===== config.mk =====
export PLATFORM = sky130hd
export DESIGN_NAME = hit_score_ctrl
export DESIGN_NICKNAME = d
export VERILOG_FILES = /design/src/rtl/hit_score_ctrl.sv
export SDC_FILE = /design/constraint.sdc
export NUM_CORES = 1
export LEC_CHECK = 0
export ABC_CLOCK_PERIOD_IN_PS = 2800
export CAP_MARGIN = 20
export CORE_MARGIN = 2
export CORE_UTILIZATION = 51
export CTS_CLUSTER_DIAMETER = 120
export DETAILED_ROUTE_END_ITERATION = 8
export DONT_BUFFER_PORTS = 1
export GPL_TIMING_DRIVEN = 0
export HOLD_SLACK_MARGIN = 0.1
export PLACE_DENSITY = 0.74
export SETUP_SLACK_MARGIN = 0.4
export SLEW_MARGIN = 20
export SYNTH_ARGS = -nofsm -noshare
export SYNTH_HDL_FRONTEND = slang
export SYNTH_SLANG_ARGS = --single-unit

===== constraint.sdc =====
create_clock -name clk -period 2.8 [get_ports clk]
set_clock_uncertainty 0.2 [all_clocks]
set_input_delay 0.42 -clock clk [delete_from_list [all_inputs] [get_ports clk]]
set_output_delay 0.42 -clock clk [all_outputs]
set_load 0.01 [all_outputs]

===== src/rtl/hit_score_ctrl.sv =====
// Target-shooting score keeper: synchronizes N_TGT hit sensors, grants one hit
// per cycle round-robin, and runs a timed game that ends at MAX_SCORE or timeout.
module hit_score_ctrl #(
    parameter int N_TGT       = 4,
    parameter int LOCKOUT_CYC = 50_000_000,
    parameter int GAME_CYC    = 1_500_000_000,
    parameter int SCORE_W     = 3,
    parameter int MAX_SCORE   = 5,
    localparam int ID_W       = (N_TGT > 1) ? $clog2(N_TGT) : 1
) (
    input  logic               clk,
    input  logic               reset_n,
    input  logic               start,
    input  logic [N_TGT-1:0]   sensor,
    output logic [N_TGT-1:0]   armed,
    output logic [SCORE_W-1:0] score,
    output logic [MAX_SCORE:0] led,
    output logic               hit_valid,
    output logic [ID_W-1:0]    hit_id,
    output logic               game_over
);

    localparam int LOCK_W = (LOCKOUT_CYC > 1) ? $clog2(LOCKOUT_CYC) : 1;
    localparam int GAME_W = (GAME_CYC > 1) ? $clog2(GAME_CYC) : 1;
    localparam int LED_W  = MAX_SCORE + 1;

    localparam logic [LOCK_W-1:0]  LOCK_RELOAD = LOCK_W'(LOCKOUT_CYC - 1);
    localparam logic [GAME_W-1:0]  GAME_RELOAD = GAME_W'(GAME_CYC - 1);
    localparam logic [SCORE_W-1:0] SCORE_MAX   = SCORE_W'(MAX_SCORE);

    typedef enum logic [1:0] {
        IDLE = 2'd0,
        PLAY = 2'd1,
        DONE = 2'd2
    } state_t;

    state_t state_q, state_d;

    logic [N_TGT-1:0]   sync1_q, sync1_d;
    logic [N_TGT-1:0]   sync2_q, sync2_d;
    logic [N_TGT-1:0]   sync3_q, sync3_d;
    logic [N_TGT-1:0]   armed_q, armed_d;
    logic [N_TGT-1:0]   pending_q, pending_d;
    logic [LOCK_W-1:0]  lock_q [N_TGT];
    logic [LOCK_W-1:0]  lock_d [N_TGT];
    logic [GAME_W-1:0]  timer_q, timer_d;
    logic [ID_W-1:0]    rr_ptr_q, rr_ptr_d;
    logic [ID_W-1:0]    hit_id_q, hit_id_d;
    logic [SCORE_W-1:0] score_q, score_d;
    logic [LED_W-1:0]   led_q, led_d;
    logic               hit_valid_q, hit_valid_d;

    logic [N_TGT-1:0]   rise;
    logic [N_TGT-1:0]   accept;
    logic [SCORE_W-1:0] score_inc;
    logic               gnt_vld;
    logic [ID_W-1:0]    gnt_idx;
    logic               in_play;
    logic               restart;
    logic               enter_done;

    // Third sync stage only remembers the previous synchronized value for edge detect.
    assign rise      = sync2_q & ~sync3_q;
    assign accept    = rise & armed_q;
    assign score_inc = (score_q >= SCORE_MAX) ? score_q : score_q + 1'b1;

    // Round-robin: first pending target at or after rr_ptr_q, wrapping.
    always_comb begin : arbiter
        int unsigned      idx;
        logic [ID_W-1:0]  cand;
        // NOTE: every comb output gets a default first so no path leaves it unassigned (no latch).
        gnt_vld = 1'b0;
        gnt_idx = '0;
        idx     = 0;
        cand    = '0;
        for (int k = 0; k < N_TGT; k++) begin
            idx  = (int'(rr_ptr_q) + k) % N_TGT;
            cand = ID_W'(idx);
            if (!gnt_vld && pending_q[cand]) begin
                gnt_vld = 1'b1;
                gnt_idx = cand;
            end
        end
    end

    always_ff @(posedge clk or negedge reset_n) begin
        if (!reset_n) begin
            state_q <= IDLE;
        end else begin
            // NOTE: sequential state uses non-blocking assignment so every flop samples pre-edge values.
            state_q <= state_d;
        end
    end

    always_comb begin
        state_d = state_q;
        unique case (state_q)
            IDLE, DONE: begin
                if (start) state_d = PLAY;
            end
            PLAY: begin
                if ((gnt_vld && score_inc == SCORE_MAX) || timer_q == '0) state_d = DONE;
            end
            default: state_d = IDLE;
        endcase
    end

    always_comb begin
        in_play    = (state_q == PLAY);
        restart    = (state_q != PLAY) && start;
        enter_done = in_play && (state_d == DONE);
        game_over  = (state_q == DONE);
    end

    always_comb begin
        sync1_d     = sensor;
        sync2_d     = sync1_q;
        sync3_d     = sync2_q;
        armed_d     = armed_q;
        pending_d   = pending_q;
        lock_d      = lock_q;
        timer_d     = timer_q;
        score_d     = score_q;
        rr_ptr_d    = rr_ptr_q;
        hit_id_d    = hit_id_q;
        hit_valid_d = 1'b0;

        if (restart) begin
            score_d   = '0;
            armed_d   = '1;
            pending_d = '0;
            timer_d   = GAME_RELOAD;
            for (int i = 0; i < N_TGT; i++) lock_d[i] = '0;
        end else begin
            // Lockout keeps counting in every state; re-arming happens only in play.
            for (int i = 0; i < N_TGT; i++) begin
                if (lock_q[i] != '0) begin
                    lock_d[i] = lock_q[i] - 1'b1;
                    if (lock_q[i] == LOCK_W'(1) && in_play) armed_d[i] = 1'b1;
                end
            end

            if (in_play) begin
                if (timer_q != '0) timer_d = timer_q - 1'b1;

                pending_d = pending_d | accept;
                armed_d   = armed_d & ~accept;

                if (gnt_vld) begin
                    pending_d[gnt_idx] = 1'b0;
                    score_d            = score_inc;
                    hit_valid_d        = 1'b1;
                    hit_id_d           = gnt_idx;
                    lock_d[gnt_idx]    = LOCK_RELOAD;
                    if (LOCKOUT_CYC <= 1) armed_d[gnt_idx] = 1'b1;
                    rr_ptr_d = (int'(gnt_idx) == N_TGT - 1) ? '0 : gnt_idx + 1'b1;
                end

                // A grant on the final edge still counts; anything left pending is dropped.
                if (enter_done) begin
                    armed_d   = '0;
                    pending_d = '0;
                end
            end
        end

        led_d = LED_W'(1) << score_d;
    end

    always_ff @(posedge clk or negedge reset_n) begin
        if (!reset_n) begin
            sync1_q     <= '0;
            sync2_q     <= '0;
            sync3_q     <= '0;
            armed_q     <= '0;
            pending_q   <= '0;
            timer_q     <= '0;
            rr_ptr_q    <= '0;
            hit_id_q    <= '0;
            score_q     <= '0;
            led_q       <= LED_W'(1);
            hit_valid_q <= 1'b0;
            // NOTE: the lockout array is a handful of counters, not a RAM, so it is reset like any flop.
            for (int i = 0; i < N_TGT; i++) lock_q[i] <= '0;
        end else begin
            sync1_q     <= sync1_d;
            sync2_q     <= sync2_d;
            sync3_q     <= sync3_d;
            armed_q     <= armed_d;
            pending_q   <= pending_d;
            timer_q     <= timer_d;
            rr_ptr_q    <= rr_ptr_d;
            hit_id_q    <= hit_id_d;
            score_q     <= score_d;
            led_q       <= led_d;
            hit_valid_q <= hit_valid_d;
            for (int i = 0; i < N_TGT; i++) lock_q[i] <= lock_d[i];
        end
    end

    assign armed     = armed_q;
    assign score     = score_q;
    assign led       = led_q;
    assign hit_valid = hit_valid_q;
    assign hit_id    = hit_id_q;

endmodule


== Yosys cells after proc, flatten, opt, wreduce, memory -nomap -nowiden ==
Index checks and enable logic that the tools add are counted.
Storage, ports and cells
  output and inout port bits: 17
  word-level logic and storage cells: 151
  bits in registers: 171
Operators by class
  reductions and logical operators: 28
  shift operators: 1
  mux-type cells: 64
  add/subtract/negate cells: 10
  magnitude comparators: 9
  bitwise operators: 13
  equality and inequality tests: 10
Operator list (count)
  $mux W104: 3
  $mux W26: 9
  $eq A26 B1 Y1 const B: 4
  $reduce_bool A26 Y1: 4
  $sub A26 B1 Y26 const B: 4
  $mux W31: 3
  $or A72 B72 Y72: 1
  $demux W26 S2: 1
  $and A32 B32 Y32: 1
  $not A32 Y32: 1
  $logic_not A31 Y1: 1
  $reduce_bool A31 Y1: 1
  $sub A31 B1 Y31 const B: 1
  $mux W4: 7
  $mux W1: 24
  $and A4 B4 Y4: 4
  $lt A2 B3 Y1 const B: 5
  $mux W2: 7
  $logic_and A1 B1 Y1: 12
  $mux W3: 4
  $not A4 Y4: 3
  $bmux W1 S2: 4
  $ge A3 B3 Y1 const B: 2
  $shl A1 B3 Y6 const A: 1
  21 further kinds: 28

== Logic depth before layout (Yosys ltp) ==
Gate-level depths: netlist of run 1.
  depth in word-level cells: 22
  depth in mapped cells: 10
  mapped depth without buffers: 10

== Worst setup path after synthesis of run 1 ==
No wires, ideal clock.
  path type: reg2reg
  start: reg lock_q[74] in the netlist's numbering
  end: reg lock_q[65] in the netlist's numbering
  setup slack: 0.105 ns
  arrival time: 2.356 ns
  clock period less this slack: 2.695 ns
  cell stages (with the launch flop): 9
  library setup time: 0.139 ns
  required time: 2.461 ns
  cells stage by stage: dfrtp_1 or4_1 buf_2 or4_1 buf_2 o31ai_4 buf_6 mux2i_1 nand3_1
RTL lines
  start, declared: line 44  | logic [LOCK_W-1:0] lock_q [N_TGT];

==> results of run 1 <==
==> cell usage in the layout, fill, tap and decap left out, types with 10 or more instances in the layout <==
master / Yosys / final
o211ai_1: 10 / 10
or3_1: 40 / 31
dfrtp_1: 170 / 159
clkbuf_16: 0 / 19
dfrtp_2: 0 / 11
or4_1: 40 / 20
buf_6: 1 / 24
or4_4: 1 / 21
a21oi_1: 52 / 42
inv_1: 22 / 21
xnor2_1: 31 / 29
nor3_1: 40 / 28
nand3_1: 42 / 27
mux2i_1: 13 / 13
nor4_1: 34 / 10
nor2_1: 58 / 55
xor2_1: 15 / 15
nand4_1: 16 / 16
o21ai_0: 59 / 34
nor4_4: 0 / 19
ha_1: 16 / 12
nand2_1: 45 / 35
a21oi_2: 0 / 10
buf_4: 1 / 84
nand3_2: 0 / 10
o31ai_1: 31 / 18
o21ai_1: 1 / 17
o31ai_4: 1 / 11
nand2b_1: 12 / 11
clkbuf_2: 0 / 17
a31oi_1: 26 / 23
==> power by group <==
part           total, uW  internal [uW]  leakage (uW)  switching, uW
registers           4400           3310       0.00209           1100
clock network       2490           1430      0.000296           1060
logic               7500           3220       0.00259           4280
==> how the worst max path moves through the flow <==
| stage | from | end | depth (start not counted) |
|---|---|---|---|
| 6_report | lock_q[72]$_DFF_PN0_ | lock_q[66]$_DFF_PN0_ | 9 |
| 3_5_place_dp | state_q[0]$_DFF_PN0_ | lock_q[74]$_DFF_PN0_ | 7 |
| 2_1_floorplan | lock_q[73]$_DFF_PN0_ | lock_q[65]$_DFF_PN0_ | 8 |
| 3_3_place_gp | state_q[0]$_DFF_PN0_ | lock_q[75]$_DFF_PN0_ | 7 |
| 5_1_grt | lock_q[72]$_DFF_PN0_ | lock_q[63]$_DFF_PN0_ | 9 |
| 4_1_cts | lock_q[73]$_DFF_PN0_ | lock_q[65]$_DFF_PN0_ | 8 |
==> cell usage after synthesis, drive strengths merged (4+ instances only) <==
cell	count
a2111oi	8
a211oi	13
a21o	4
a21oi	52
a22o	4
a311oi	7
a31o	4
a31oi	26
and2	7
and3	10
and4	6
buf	12
clkbuf	36
dfrtp	170
ha	16
inv	22
mux2	4
mux2i	13
nand2	45
nand2b	12
nand3	42
nand3b	5
nand4	16
nor2	58
nor2b	5
nor3	40
nor3b	6
nor4	38
o211ai	10
o21ai	60
o311ai	9
o31ai	35
or2	11
or3	40
or4	41
xnor2	31
xor2	15
==> final cells by class <==
| class | instances | area (um^2) |
|---|---|---|
| Clock inverter | 14 | 169 |
| Timing Repair Buffer | 111 | 1020 |
| Tap cell | 229 | 287 |
| Fill cell | 1196 | 5200 |
| Multi-Input combinational cell | 728 | 6020 |
| Buffer | 48 | 388 |
| Sequential cell | 171 | 4290 |
| Inverter | 22 | 82.6 |
| Clock buffer | 18 | 439 |
==> logic make-up (layout without fill, tap and decap cells) <==
group,after synthesis,after routing,share of synthesized area (%)
AND/OR/NAND/NOR,392,392,24.1
buffers and inverters,70,213,3.04
adder cells (fa/ha/maj),16,16,2.16
XOR/XNOR,46,46,4.34
AO/OA/AOI/OAI,256,257,18.4
multiplexers,17,17,1.89
flip-flops,171,171,46.1
==> routing by layer <==
layer	track usage [%]	share of wire, %	wire (um)	vias up
met3	5.42	6.2	1880	94
met2	43.7	50	14900	470
met5	0	0	0	-
met1	37.4	41	12300	4592
li1	-	-	-	3993
met4	11.2	3.1	941	0
==> stage by stage <==
| stage | setup WS, ps | TNS [ps] |
|---|---|---|
| floorplan | 219 | 0 |
| global placement | -718 | -21710 |
| detailed placement | -718 | -24120 |
| CTS | 88.1 | 0 |
| global route | -17.0 | -25.5 |
| finish | 50.8 | 0 |
==> worst reg2reg max path, stage by stage, from the launching register on <==
cell	delay, ps
dfrtp_1	410
or4_4	550
buf_6	130
or4_4	410
buf_6	140
buf_6	130
buf_4	150
o211ai_1	200
xor2_1	160
o21ai_0	120
==> registers in the layout, summed over array words and instances (netlist names) <==
| signal | count |
|---|---|
| lock_q | 104 |
| led | 6 |
| sync2_q | 4 |
| state_q | 2 |
| rr_ptr_q | 2 |
| hit_id | 2 |
| timer_q | 31 |
| sync1_q | 4 |
| armed | 4 |
| pending_q | 4 |
| score | 3 |
| hit_valid | 1 |
| sync3_q | 4 |
==> repair_timing <==
item / in CTS / in global routing
pin swaps: 55 / 84
endpoints found under the setup margin: 151 / 147
endpoints found under the hold margin: 177 / 171
buffers inserted: 50 / 52
gates resized for setup: 146 / 204
cloned: 2 / 3
==> results_dict.tcl, run 1 <==
set metrics [dict create \
    synth_fp_nets 991 \
    end_kind "flop" \
    ys_top_cells_by_area "dfrtp_1, or4_1, o21ai_0, xnor2_1, a21oi_1" \
    syn_area_um2 9290 \
    synthArstFlopShare_pct 100 \
    globalRouteTotalUtil_pct 27.5 \
    setup_viol 0 \
    rr_worst_depth 9 \
    utilization_pct 70.9 \
    grt_pass1_vias 8395 \
    syn_inst 968 \
    dieArea_um2 19300 \
    hp-class "input port to async pin" \
    yosysSeqAreaShare_pct 46.1 \
    final_cell_area_um2 12700 \
    power.density_nw_per_um2 1130 \
    first_iter_violations 925 \
    yosysTopAreaCellShare_pct 45.8 \
    violations "negative hold slack" \
    hold_ws_ps -532 \
    rsz0062_at_grt "yes" \
    place_inst 1197 \
    area_growth_pct 36.7 \
    row_count 49 \
    slowest_delay_ps 550 \
    wire_per_inst_um 22.4 \
    worst_slew_pin_slew_ps 667 \
    worstPathRequired_ps 2880 \
    num_vias 9149 \
    die_h_um 139 \
    maxSlewViolCount 0 \
    min_period_over_period_pct 98.2 \
    synth_cell_type_count 71 \
    final_nets 1122 \
    routed_wl_mm 30.0 \
    yosys.area.top_type "dfrtp_1" \
    hpwl_mm 15.3 \
    coreArea_um2 17900 \
    critPathMaxFanout 4 \
    worstPathArrival_ps 2830 \
    fmax_mhz 364 \
    synth_edf_count 0 \
    reg2reg_to "lock_q[66]$_DFF_PN0_" \
    io_pins 24 \
    grt_pass1_wl_mm 43.3 \
    ys_ff_latch 171 \
    antenna_found_initial 0 \
    path_clk_slew_ps 70 \
    cpLargestDelayFamily "simple AND/OR/NAND/NOR gates" \
    firstDrtPassIters 5 \
    holdBufCountCts 5 \
    crit_slowest_cell "or4_4" \
    grt_max_degree 172 \
    crit_top_cell "buf_6" \
    hold_viol 171 \
    cts-root-buf "clkbuf_16" \
    cts_tree "yes" \
    drc_errors 0 \
    cts_max_level 4 \
    postRouteAntennaNets 0 \
    via_per_inst 6.82 \
    crit_type "flop to flop" \
    avgSynthCellArea_um2 9.60 \
    synth_ff_type "dfrtp_1" \
    power.total_uw 14400 \
    drive_gt1_share_pct 34.4 \
    status "finished, violations left" \
    clock_latency_ps 450 \
    start_kind "flop" \
    final_cells 1341 \
    critPathBufInv 4 \
    max_slew_margin_pct 55.5 \
    numCtsBuffers 17 \
    io_buffers 0 \
    dieWidth_um 139 \
    fin_crit_ps 2750 \
    path_cells "or4_4 > buf_6 > or4_4 > buf_6 > buf_6 > buf_4 > o211ai_1 > xor2_1 > o21ai_0" \
    start_util_pct 51.9 \
    yosys_warnings 0 \
    ir_worst_vdd_v 0.000651 \
    cts.sinks 171 \
    n_antenna_cell 0 \
    maxCapViolations 0 \
    r2r_slack_ps 50 \
    overflow 0 \
    place.gp.congestion 0.903 \
    clk_path_buf_depth 2 \
    r2r_start "lock_q[72]$_DFF_PN0_" \
    p_leak_uw 0.00498 \
    dpl_cell_area_um2 9750 \
]
Power figures use the tool's default switching activity.
==> run 2: changes to the inputs <==
Settings changed: ABC_AREA set to 1.
==> results_dict.tcl, run 2 <==
set metrics [dict create \
    yosys.area.top_type "dfrtp_1" \
    fin_crit_ps 2580 \
    rsz0062_at_grt "yes" \
    max_slew_margin_pct 28.3 \
    dieArea_um2 21000 \
    synth_fp_nets 1427 \
    grt_max_degree 172 \
    synth_ff_type "dfrtp_1" \
    regMostFlops "lock_q" \
    syn_area_um2 10100 \
    ys_top_cells_by_area "dfrtp_1, nand2_1, nor2_1, inv_1, xor2_1" \
    path_cells "buf_4 > o21ai_0 > nand2_1 > o21ai_2 > nand3b_1 > nand4_1 > nand2_4 > inv_4 > ha_4 > nand3_4 > buf_6 > buf_6 > o21ai_0" \
    ir_worst_vdd_v 0.000684 \
    top_layer "met4" \
    worstPathRequired_ps 2900 \
    cts_tree "yes" \
    crit_slowest_cell "dfrtp_1" \
    die_h_um 145 \
    hold_viol 171 \
    synth_top_cells_by_count "nand2_1, nor2_1, dfrtp_1, inv_1, nand3_1" \
    mostFrequentLayoutCells "nand2_1, nor2_1, dfrtp_1" \
    holdBufCountCts 5 \
    coreArea_um2 19500 \
    maxCapViolations 0 \
    syn_inst 1404 \
    n_antenna_cell 0 \
    critPathMaxFanout 10 \
    clk_path_buf_depth 2 \
    clock_latency_ps 440 \
    synth_edf_count 0 \
    p_leak_uw 0.00582 \
    io_buffers 0 \
    start_util_pct 52.0 \
    hold_ws_ps -518 \
    drc_errors 0 \
    setup_viol 0 \
    synthAdderAreaFrac_pct 1.98 \
    final_cells 1741 \
    overflow 0 \
    synth.most_common_cell "nand2_1" \
    first_iter_violations 754 \
    cts-root-buf "clkbuf_16" \
    power.density_nw_per_um2 1370 \
    wl_met2_mm 13.3 \
    min_period_over_period_pct 92.1 \
    start_kind "flop" \
    yosys_warnings 0 \
    synth_top_family_by_area "simple AND/OR/NAND/NOR gates" \
    drive_gt1_share_pct 14.0 \
    synthXorXnorAreaFrac_pct 5.97 \
    synthArstFlopShare_pct 100 \
    crit_type "flop to flop" \
    ys_ff_latch 171 \
    dieWidth_um 145 \
    violations "negative hold slack" \
    slowest_delay_ps 440 \
    globalRouteTotalUtil_pct 26.1 \
    yosysTopAreaCellShare_pct 42.0 \
    status "finished, violations left" \
    cts.sinks 171 \
    cts_max_level 4 \
    worstPathArrival_ps 2680 \
    yosys.area_share.simple_pct 33.7 \
    routed_wl_mm 28.1 \
    end_kind "flop" \
    place.gp.congestion 0.944 \
    path_clk_slew_ps 70 \
    num_vias 9555 \
    firstDrtPassIters 5 \
    synthMuxAreaShare_pct 0 \
    fmax_mhz 388 \
    antenna_found_initial 0 \
    io_pins 24 \
    hpwl_mm 18.1 \
    r2r_slack_ps 220 \
    worst_slew_pin_slew_ps 1080 \
    wl_met1_mm 12.6 \
    area_growth_pct 18.9 \
    layout_commonest_cell "nand2_1" \
    via_per_inst 5.49 \
    maxSlewViolCount 0 \
    utilization_pct 61.8 \
    row_count 51 \
    synth_compound_gate_area_share_pct 8.47 \
    final_nets 1486 \
    postRouteAntennaNets 0 \
    largest_reg_flops 104 \
    setup_tns_ps 0 \
    numCtsBuffers 17 \
    synth_cell_type_count 41 \
    yosysSeqAreaShare_pct 42.3 \
    grt_pass1_vias 8925 \
    hp-class "input port to async pin" \
    wire_per_inst_um 16.1 \
    place_inst 1669 \
    avgSynthCellArea_um2 7.21 \
    route.met3.wl_mm 1.34 \
    grt_pass1_wl_mm 43.0 \
]
[run 2: where the power goes]
part / internal [uW] / leakage [uW] / switching, uW
logic: 3790 / 0.00337 / 6130
registers: 3390 / 0.00217 / 821
clock network: 1330 / 0.000281 / 1070
[run 2: logic make-up (layout without fill, tap and decap cells)]
family	count (synthesis)	count (layout)
compound gates	153	153
xor+xnor	69	69
fa+ha+maj	16	16
buf+inv	193	264
flops	171	171
simple gates	802	803
[run 2: per-stage QoR]
step,hold WS (ps),total power (uW),instance area (um^2),setup slack [ps]
floorplan,-75.6,9620,10100,480
global placement,-63.8,11200,10500,8.51
detailed placement,-64.5,11400,10500,7.02
CTS,-534,14600,11400,349
global route,-540,17700,12000,94.0
finish,-518,16500,12000,221
[run 2: layer usage]
layer / global-route usage (%) / vias to the layer above
li1: - / 4629
met1: 35.1 / 4552
met2: 42.6 / 303
met3: 4.77 / 71
met4: 8.89 / 0
met5: 0 / -
[run 2: path summary, 6_finish.rpt]
check                                        startpoint                   end  depth (start not counted)
worst min-delay path                            reset_n   lock_q[5]$_DFF_PN0_                          0
min in group clk                   sync1_q[0]$_DFF_PN0_  sync2_q[0]$_DFF_PN0_                          0
max in group asynchronous                       reset_n      led[0]$_DFF_PN1_                          0
worst max register to register  rr_ptr_q[0]$_DFFE_PN0P_   lock_q[2]$_DFF_PN0_                         13
worst min register to register     sync1_q[0]$_DFF_PN0_  sync2_q[0]$_DFF_PN0_                          0
worst max-delay path            rr_ptr_q[0]$_DFFE_PN0P_   lock_q[2]$_DFF_PN0_                         13
[run 2: repair_timing]
item | CTS | global route
cloned | 1 | 6
resized for setup | 44 | 121
endpoints found under the hold margin | 181 | 171
pin swaps | 3 | 39
setup buffers | 16 | 12
setup endpoints to repair | 125 | 128
[run 2: worst max-delay path: cells and delay by family, from the launching register on]
kind / cells / cell delay [ps]
and+or+nand+nor: 5 / 690
buffers and inverters: 4 / 540
DFF: 1 / 440
AOI/OAI and AO/OA: 3 / 380
adders and majority gates: 1 / 170
[run 2: cell type report]
class | count | area, um^2
Buffer | 31 | 219
Clock buffer | 17 | 425
Clock inverter | 15 | 163
Fill cell | 1693 | 7430
Inverter | 162 | 619
Multi-Input combinational cell | 1041 | 5610
Sequential cell | 171 | 4280
Tap cell | 265 | 332
Timing Repair Buffer | 39 | 387
